==> src/rtl/gpi_debounce_irq_if.sv <==
// Slot-bus bundle shared by the I/O cores: 5-bit register index, 32-bit data paths.
interface gpi_debounce_irq_if;
  logic        cs;
  logic        read;
  logic        write;
  logic [4:0]  addr;
  logic [31:0] write_data;
  logic [31:0] read_data;

  modport master (output cs, read, write, addr, write_data, input read_data);
  modport slave  (input cs, read, write, addr, write_data, output read_data);
endinterface

==> src/rtl/gpi_debounce_irq.sv <==
// General-purpose input port with 2-FF sync, prescaled per-bit debounce,
// selectable rising/falling edge capture and a maskable level interrupt.
module gpi_debounce_irq #(
  parameter int unsigned W          = 8,
  parameter int unsigned DB_SAMPLES = 4,
  parameter logic [15:0] DB_DEFAULT = 16'd0
) (
  input  logic                clk,
  input  logic                rst,
  gpi_debounce_irq_if.slave   bus,
  input  logic [W-1:0]        data_in,
  output logic                irq
);

  localparam logic [3:0] CNT_LAST = 4'(DB_SAMPLES - 1);

  logic [W-1:0] s1, s2, deb, deb_d;
  logic [W-1:0] edge_st, irq_en, edge_sel;
  logic [15:0]  db_period, presc;
  logic [3:0]   cnt [W];

  logic         wr, wr_period, tick;
  logic [W-1:0] w1c_mask, rise, fall, ev;
  logic         unused_inputs;

  assign wr        = bus.cs && bus.write;
  assign wr_period = wr && (bus.addr == 5'd4);
  assign tick      = (presc == db_period);
  assign w1c_mask  = (wr && bus.addr == 5'd1) ? bus.write_data[W-1:0] : '0;
  assign rise      = deb & ~deb_d;
  assign fall      = ~deb & deb_d;
  assign ev        = (edge_sel & fall) | (~edge_sel & rise);

  // Reads have no side effects, so the strobe and upper data bits go nowhere.
  assign unused_inputs = bus.read ^ (^bus.write_data);

  always_ff @(posedge clk) begin
    if (rst) begin
      s1        <= '0;
      s2        <= '0;
      deb       <= '0;
      deb_d     <= '0;
      edge_st   <= '0;
      irq_en    <= '0;
      edge_sel  <= '0;
      db_period <= DB_DEFAULT;
      presc     <= '0;
      for (int unsigned i = 0; i < W; i++) cnt[i] <= '0;
    end else begin
      s1      <= data_in;
      s2      <= s1;
      deb_d   <= deb;
      // A new event in the same cycle as its W1C clear keeps the bit set.
      edge_st <= (edge_st & ~w1c_mask) | ev;

      if (wr && bus.addr == 5'd2) irq_en   <= bus.write_data[W-1:0];
      if (wr && bus.addr == 5'd3) edge_sel <= bus.write_data[W-1:0];

      if (wr_period) begin
        // Restart qualification from scratch; the debounced value is kept.
        db_period <= bus.write_data[15:0];
        presc     <= '0;
        for (int unsigned i = 0; i < W; i++) cnt[i] <= '0;
      end else if (db_period == '0) begin
        deb   <= s2;
        presc <= '0;
        for (int unsigned i = 0; i < W; i++) cnt[i] <= '0;
      end else begin
        presc <= tick ? '0 : presc + 16'd1;
        for (int unsigned i = 0; i < W; i++) begin
          if (s2[i] == deb[i]) begin
            cnt[i] <= '0;
          end else if (tick) begin
            if (cnt[i] == CNT_LAST) begin
              deb[i] <= s2[i];
              cnt[i] <= '0;
            end else begin
              cnt[i] <= cnt[i] + 4'd1;
            end
          end
        end
      end
    end
  end

  always_comb begin
    bus.read_data = '0;
    case (bus.addr)
      5'd0: bus.read_data[W-1:0] = deb;
      5'd1: bus.read_data[W-1:0] = edge_st;
      5'd2: bus.read_data[W-1:0] = irq_en;
      5'd3: bus.read_data[W-1:0] = edge_sel;
      5'd4: bus.read_data[15:0]  = db_period;
      5'd5: bus.read_data[W-1:0] = s2;
      default: bus.read_data = '0;
    endcase
  end

  assign irq = |(edge_st & irq_en);

endmodule

==> src/flat_wrapper.sv <==
// flat-port wrapper written by rule: the top's interface ports become plain ports
module gpi_debounce_irq_flat 
#(
  parameter int unsigned W          = 8,
  parameter int unsigned DB_SAMPLES = 4,
  parameter logic [15:0] DB_DEFAULT = 16'd0
)
  (clk, rst, data_in, irq, bus_cs, bus_read, bus_write, bus_addr, bus_write_data, bus_read_data);
  gpi_debounce_irq_if bus_i ();
  input  logic clk;
  input  logic rst;
  input  logic [W-1:0] data_in;
  output logic irq;
  input wire logic [$bits(bus_i.cs)-1:0] bus_cs;
  input wire logic [$bits(bus_i.read)-1:0] bus_read;
  input wire logic [$bits(bus_i.write)-1:0] bus_write;
  input wire logic [$bits(bus_i.addr)-1:0] bus_addr;
  input wire logic [$bits(bus_i.write_data)-1:0] bus_write_data;
  output wire logic [$bits(bus_i.read_data)-1:0] bus_read_data;
  assign bus_i.cs = bus_cs;
  assign bus_i.read = bus_read;
  assign bus_i.write = bus_write;
  assign bus_i.addr = bus_addr;
  assign bus_i.write_data = bus_write_data;
  assign bus_read_data = bus_i.read_data;
  gpi_debounce_irq #(.W(W), .DB_SAMPLES(DB_SAMPLES), .DB_DEFAULT(DB_DEFAULT)) u_core (.clk(clk), .rst(rst), .bus(bus_i), .data_in(data_in), .irq(irq));
endmodule
==> config.mk <==
export PLATFORM = sky130hd
export DESIGN_NAME = gpi_debounce_irq_flat
export DESIGN_NICKNAME = d
export VERILOG_FILES = /design/src/rtl/gpi_debounce_irq_if.sv /design/src/rtl/gpi_debounce_irq.sv /design/src/flat_wrapper.sv
export SDC_FILE = /design/constraint.sdc
export NUM_CORES = 1
export LEC_CHECK = 0
export ABC_AREA = 1
export BUFFER_PORTS_ARGS = -buffer_cell sky130_fd_sc_hd__buf_4
export CAP_MARGIN = 20
export CORE_MARGIN = 10
export CORE_UTILIZATION = 57
export DETAILED_ROUTE_END_ITERATION = 10
export GPL_TIMING_DRIVEN = 1
export PLACE_DENSITY = 0.79
export SYNTH_ARGS = -nofsm -noshare
export SYNTH_HDL_FRONTEND = slang
export SYNTH_SLANG_ARGS = --single-unit
==> constraint.sdc <==
create_clock -name clk -period 2.29 [get_ports clk]
set_input_delay 0.229 -clock clk [delete_from_list [all_inputs] [get_ports clk]]
set_output_delay 0.229 -clock clk [all_outputs]
set_load 0.01 [all_outputs]
=== Word-level counts from Yosys, hierarchy flattened ===
Memories as Yosys holds them, arrays and structs flattened.
Cells that the tools add are included.

* Add/sub/neg operators: 9
* Eq/ne operators: 30
* Multiplexer cells: 229
* Bitwise operators: 53
* Reductions and logical operators: 26

{| class="wikitable"
|+ Operators with widths
! kind !! number
|-
| 2-to-1 mux 1 bit || 185
|-
| 2-to-1 mux 4 bit || 40
|-
| bitwise AND 8 bit || 6
|-
| case mux 8 bit (6 select lines) || 1
|-
| OR 1 bit || 40
|-
| adder 4 x 1 -> 4 bit (second input constant) || 8
|-
| equality test 4 x 2 -> 1 bit (second input constant) || 8
|-
| inverter 8 bit || 4
|-
| AND reduction 4 bit || 8
|-
| 2-to-1 mux 8 bit || 3
|-
| nonzero test 2 bit || 9
|-
| adder 16 x 1 -> 16 bit (second input constant) || 1
|-
| equality test 16 bit || 1
|-
| zero test 16 bit || 1
|-
| != test 2 x 1 -> 1 bit (second input constant) || 8
|-
| OR 8 bit || 2
|-
| equality test 5 x 2 -> 1 bit (second input constant) || 2
|-
| equality test 5 x 3 -> 1 bit (second input constant) || 2
|-
| equality test 1 bit || 8
|-
| OR reduction 8 bit || 1
|-
| equality test 5 x 1 -> 1 bit (second input constant) || 1
|-
| logical AND 1 bit || 5
|-
| zero test 5 bit || 1
|-
| OR reduction 4 bit || 1
|-
| inverter 1 bit || 1
|}

* Register bits after elaboration: 88
* Bits in writable memories: 32
* Input bits: 50
* Output and inout port bits: 33
* Word-level logic and storage cells: 364
* Memories: 1

{| class="wikitable"
|+ Memory list
! name !! words !! width !! read ports !! clocked after memory_dff !! write ports !! line !! RTL
|-
| u_core.cnt || 8 || 4 || 8 || 0 || 8 || gpi_debounce_irq.sv:20 || <nowiki>logic [3:0] cnt [W];</nowiki>
|}

=== Longest topological paths before layout ===
An unclocked memory read counts as a cell.

* Word-level depth: 11
* Depth in mapped cells: 14
* Gate-level depth less buffers: 14

=== Worst setup path after synthesis ===
OpenSTA, ideal clock, no wires.

* Path kind: reg-to-reg
* Start: reg u_core.presc[9]
* End: mem u_core.cnt[1][2] (netlist: u_core.cnt[0][6]), data pin
* Setup time: 0.256 ns
* Arrival time: 1.371 ns
* Required time: 2.034 ns
* Slack: 0.664 ns
* Stages on the path, launching flop included: 15
* Buffers on the path: 0
* Period minus slack after synthesis: 1.626 ns
* Cell sequence: dfxtp_1 inv_1 nand2_1 nand2_1 nor2_1 nand2_1 nor2_2 nand2_4 nor2_1 nor2_1 nand2_1 nor2_1 nand3_2 nand2_2 nor2_1

{| class="wikitable"
|+ RTL lines
! element !! line !! RTL
|-
| from (decl) || gpi_debounce_irq.sv:19 || <nowiki>logic [15:0] db_period, presc;</nowiki>
|-
| from (signal assigned) || gpi_debounce_irq.sv:69 || <nowiki>presc <= tick ? '0 : presc + 16'd1;</nowiki>
|-
| to (decl) || gpi_debounce_irq.sv:20 ||
|}

=== Worst setup path in the final report ===
* Start: reg u_core.db_period[2]
* End: reg u_core.deb[1]

* Cells in the longest elaborated chain, start to end: 3
* Elaborated cells on any way between the ends: 7
* Classes of those cells: eq/ne: 2; mux: 1; reduce/logical: 4

{| class="wikitable"
|+ Ends and longest elaborated chain
! element !! line !! RTL
|-
| from (decl) || gpi_debounce_irq.sv:19 ||
|-
| from (signal assigned) || gpi_debounce_irq.sv:61 || <nowiki>db_period <= bus.write_data[15:0];</nowiki>
|-
| zero test 16 bit / equality test 16 bit (equally long branches) || gpi_debounce_irq.sv:64, gpi_debounce_irq.sv:28 ||
|-
| != test 2 x 1 -> 1 bit (no line) / nonzero test 2 bit (equally long branches) || -- ||
|-
| AND reduction 4 bit (no line) || -- ||
|-
| to (signal, indexed assignment) || gpi_debounce_irq.sv:75 || <nowiki>deb[i] <= s2[i];</nowiki>
|-
| to (decl) || gpi_debounce_irq.sv:17 || <nowiki>logic [W-1:0] s1, s2, deb, deb_d;</nowiki>
|}

Several ways; a longest one is shown, not always the timed one.
A chain may end at the register's enable or synchronous reset.

==> metrics.txt <==
outcome=finished clean; Clock Latency Late Sink=530 ps; Ys Warns=0; first-pass GRT wire length=25100 um; CTS Buf Count=17; clock slew at reported path FFs=60 ps; Clock Sink Count=120; max-cap check violation count=0; total grt overflow=0; Period minus WS final=2060 ps; Post-Syn Area=5860 um2; largest net degree at the start of global routing=38; Crit Path Category=reg2reg; Die Footprint=14700 um2; HP Class=in2reg; Design Power=0.00555 W; post-detail-place hpwl=10600 um; Synth Register Bits=120; Gate Count Post-Synth=740; Initial Util=59.2%; Hold-fix buffers, CTS=17; GRT Resource Usage Total=21.0%; hold-critical path depth=3; min-delay src=bus_write_data[7]; register area share after synthesis=45.7%; Vias/cell=5.61; crit end category=register; hold endpoint=u_core.edge_sel[7]$_SDFFE_PP0P_; vias in the first global route=5316; clock root cell=clkbuf_8; Die Ht=121 um; Pleak=2.99 nW; Post-layout nets=873; Ports=83; fraction of registers with async set/reset=0%; DRT iter0 DRCs=458; H-tree levels=4; final wirelength=15400 um; via count=5382; Max clock buf depth=2; maximum clock frequency=485 MHz; Final period util=90.0%; FF-to-FF Start=u_core.db_period[2]$_SDFFE_PP0P_; sw power=0.00123 W; Syn-to-layout area delta=21.9%; Worst Path Arrival=2460 ps; combinational power share=5.9%; clock share of power=53.6%; Sequential Power Share=40.5%; Die W=121 um; Post-CTS Setup Bufs=0; P per Cell Area=776 nW/um2; Finish-stage setup viols=0; Fin Setup TNS=0 ps; RD Place Congestion=0.904; normalized max-slew margin=59.9%; Reg2Reg Depth=11; Clock Skews=6.48 ps; r2r setup slk=230 ps; Unique masters post-synth=42; max-slew violation count=0; Cell Int Power=0.00432 W; WHS=11.2 ps; Net Sw Frac=22.2%; Top FF cell, synth=dfxtp_1; Fin. Hold Viols=0; initial antenna violation count=0; r2r endpoint=u_core.deb[1]$_SDFFE_PP0P_; Slew @ Worst Pin=597 ps; Critical Path Fanout Max=10; number of I/O port buffers=49; CTS tree=yes; startpoint types=register; EDFF count, synth=28; DR pass1 iterations=6; fraction of layout cells with a size suffix above 1=15.6%; final antenna-violating net count=0; row cnt=36; Mean Syn Cell Area=7.92 um2; CORE AREA=9910 um2; post_cts resized=0; DRC violations left=0; Peak VDD IR=0.653 mV; Filler cells=711; ant diodes=0; WL/cell=16.1 um; Critical Path RT=2690 ps; RSZ-0062 raised after global routing=false
[worst max-delay path by stage]
stage	from	end	slack [ps]	cells past startpoint
after global routing	u_core.db_period[4]$_SDFFE_PP0P_	u_core.cnt[0][6]$_SDFFCE_PN0P_	60	12
after CTS	u_core.db_period[2]$_SDFFE_PP0P_	u_core.cnt[0][6]$_SDFFCE_PN0P_	270	14
after global placement	u_core.db_period[11]$_SDFFE_PP0P_	u_core.cnt[0][6]$_SDFFCE_PN0P_	370	13
final	u_core.db_period[2]$_SDFFE_PP0P_	u_core.deb[1]$_SDFFE_PP0P_	230	11
after floorplan	u_core.presc[9]$_SDFF_PP0_	u_core.cnt[0][6]$_SDFFCE_PN0P_	660	14
after detailed placement	u_core.db_period[4]$_SDFFE_PP0P_	u_core.cnt[0][6]$_SDFFCE_PN0P_	300	13
[registers in the layout, indices dropped and copies added (netlist names)]
| name | cells |
|---|---|
| u_core.deb | 8 |
| u_core.cnt | 32 |
| u_core.edge_st | 8 |
| u_core.irq_en | 8 |
| u_core.presc | 16 |
| u_core.db_period | 16 |
| u_core.deb_d | 8 |
| u_core.s1 | 8 |
| u_core.edge_sel | 8 |
| u_core.s2 | 8 |
[stage by stage]
step                      cells  worst slack (ps)  utilization, %  instance area [um2]
after floorplan             755               664               -                 5920
after global placement      911               367            63.7                 6310
after detailed placement    911               303            63.7                 6310
after CTS                   960               266            72.1                 7150
after global routing        960              61.8            72.1                 7150
final                       960               228            72.1                 7150
[placed cells by master, fill, tap and decap left out, types with 2 or more instances in the layout]
cell and instances:
clkbuf_16 17, xnor2_1 9, a221oi_1 10, nor2_1 90
clkinv_4 2, nand2_4 2, nand4_1 16, nor3b_1 3
o211ai_1 7, o22ai_1 9, ha_1 9, o21ai_0 54
or3_1 8, inv_2 12, nor2_8 4, dlygate4sd3_1 17
inv_6 2, buf_4 56, nor3_1 6, a21oi_1 43
nor2_2 3, nand2_2 3, clkinvlp_4 3, xor2_1 15
bufinv_16 5, nand2_1 119, clkinv_1 2, nand3_1 41
conb_1 16, edfxtp_1 28, clkbuf_8 2, a31oi_1 10
dfxtp_1 92, or2_2 10, inv_1 90
[critical path: stages (launching register included)]
cell and delay [ps]:
dfxtp_1 370, inv_1 130, nand2_1 100, nand2_1 80, nor2_1 140, nand2_1 90, nor2_2 160, nand2_4 150
a21oi_4 250, nand2_1 150, o21ai_0 220, a21oi_1 90
[power groups by stage]
stage | sequential [W] | clock, W | combinational, W
after floorplan | 0.00228 | 0 | 0.000211
after global placement | 0.00229 | 0 | 0.000283
after detailed placement | 0.00229 | 0 | 0.000294
after CTS | 0.00225 | 0.00299 | 0.000322
after global routing | 0.00225 | 0.00308 | 0.000361
final | 0.00225 | 0.00297 | 0.000329
[cells by family after synthesis]
| family | after synthesis | synth area share [%] |
|---|---|---|
| AND/OR/NAND/NOR | 313 | 25.5 |
| buffers and inverters | 137 | 9.99 |
| AO/OA/AOI/OAI | 136 | 13.2 |
| flip-flops | 120 | 45.7 |
| XOR/XNOR | 24 | 3.58 |
| adder cells (fa/ha/maj) | 9 | 1.92 |
| other | 1 | 0.0639 |
[synthesized netlist by cell type (3+ instances only)]
cell,n,area share (%)
clkbuf_1,8,0.51
buf_2,6,0.51
nand3_1,41,3.5
inv_2,12,0.77
a21oi_1,43,3.7
edfxtp_1,28,14
nor3b_1,3,0.38
buf_4,17,2.2
dfxtp_1,92,31
a221oi_1,10,1.5
or3_1,8,0.85
a31oi_1,10,1.1
nand2_1,119,7.6
nand4_1,16,1.7
ha_1,9,1.9
nor2_2,3,0.32
o211ai_1,7,0.90
nand2_2,3,0.32
o22ai_1,9,0.96
nor2_1,90,5.8
inv_1,90,5.8
xor2_1,15,2.2
or2_2,10,1.1
o21ai_0,54,4.6
nor3_1,6,0.51
xnor2_1,9,1.3
nor2_8,4,1.4
[routing by layer]
| metal | wire length (um) | track usage, % |
|---|---|---|
| met5 | 0 | 0 |
| met4 | 550 | 10.8 |
| met3 | 1250 | 5.44 |
| met2 | 7550 | 35.2 |
| met1 | 6060 | 24.3 |
[area by class of cell]
| type | instances | area [um2] | share of cell area [%] |
|---|---|---|---|
| clock buffer | 19 | 453 | 6.34 |
| clock inverter | 13 | 214 | 2.99 |
| inverter | 104 | 390 | 5.46 |
| multi-input combinational | 498 | 2650 | 37.1 |
| sequential | 120 | 2680 | 37.5 |
| tap | 133 | 166 | 2.33 |
| timing repair buffer | 73 | 591 | 8.26 |
(Power assumes the default switching activity.)
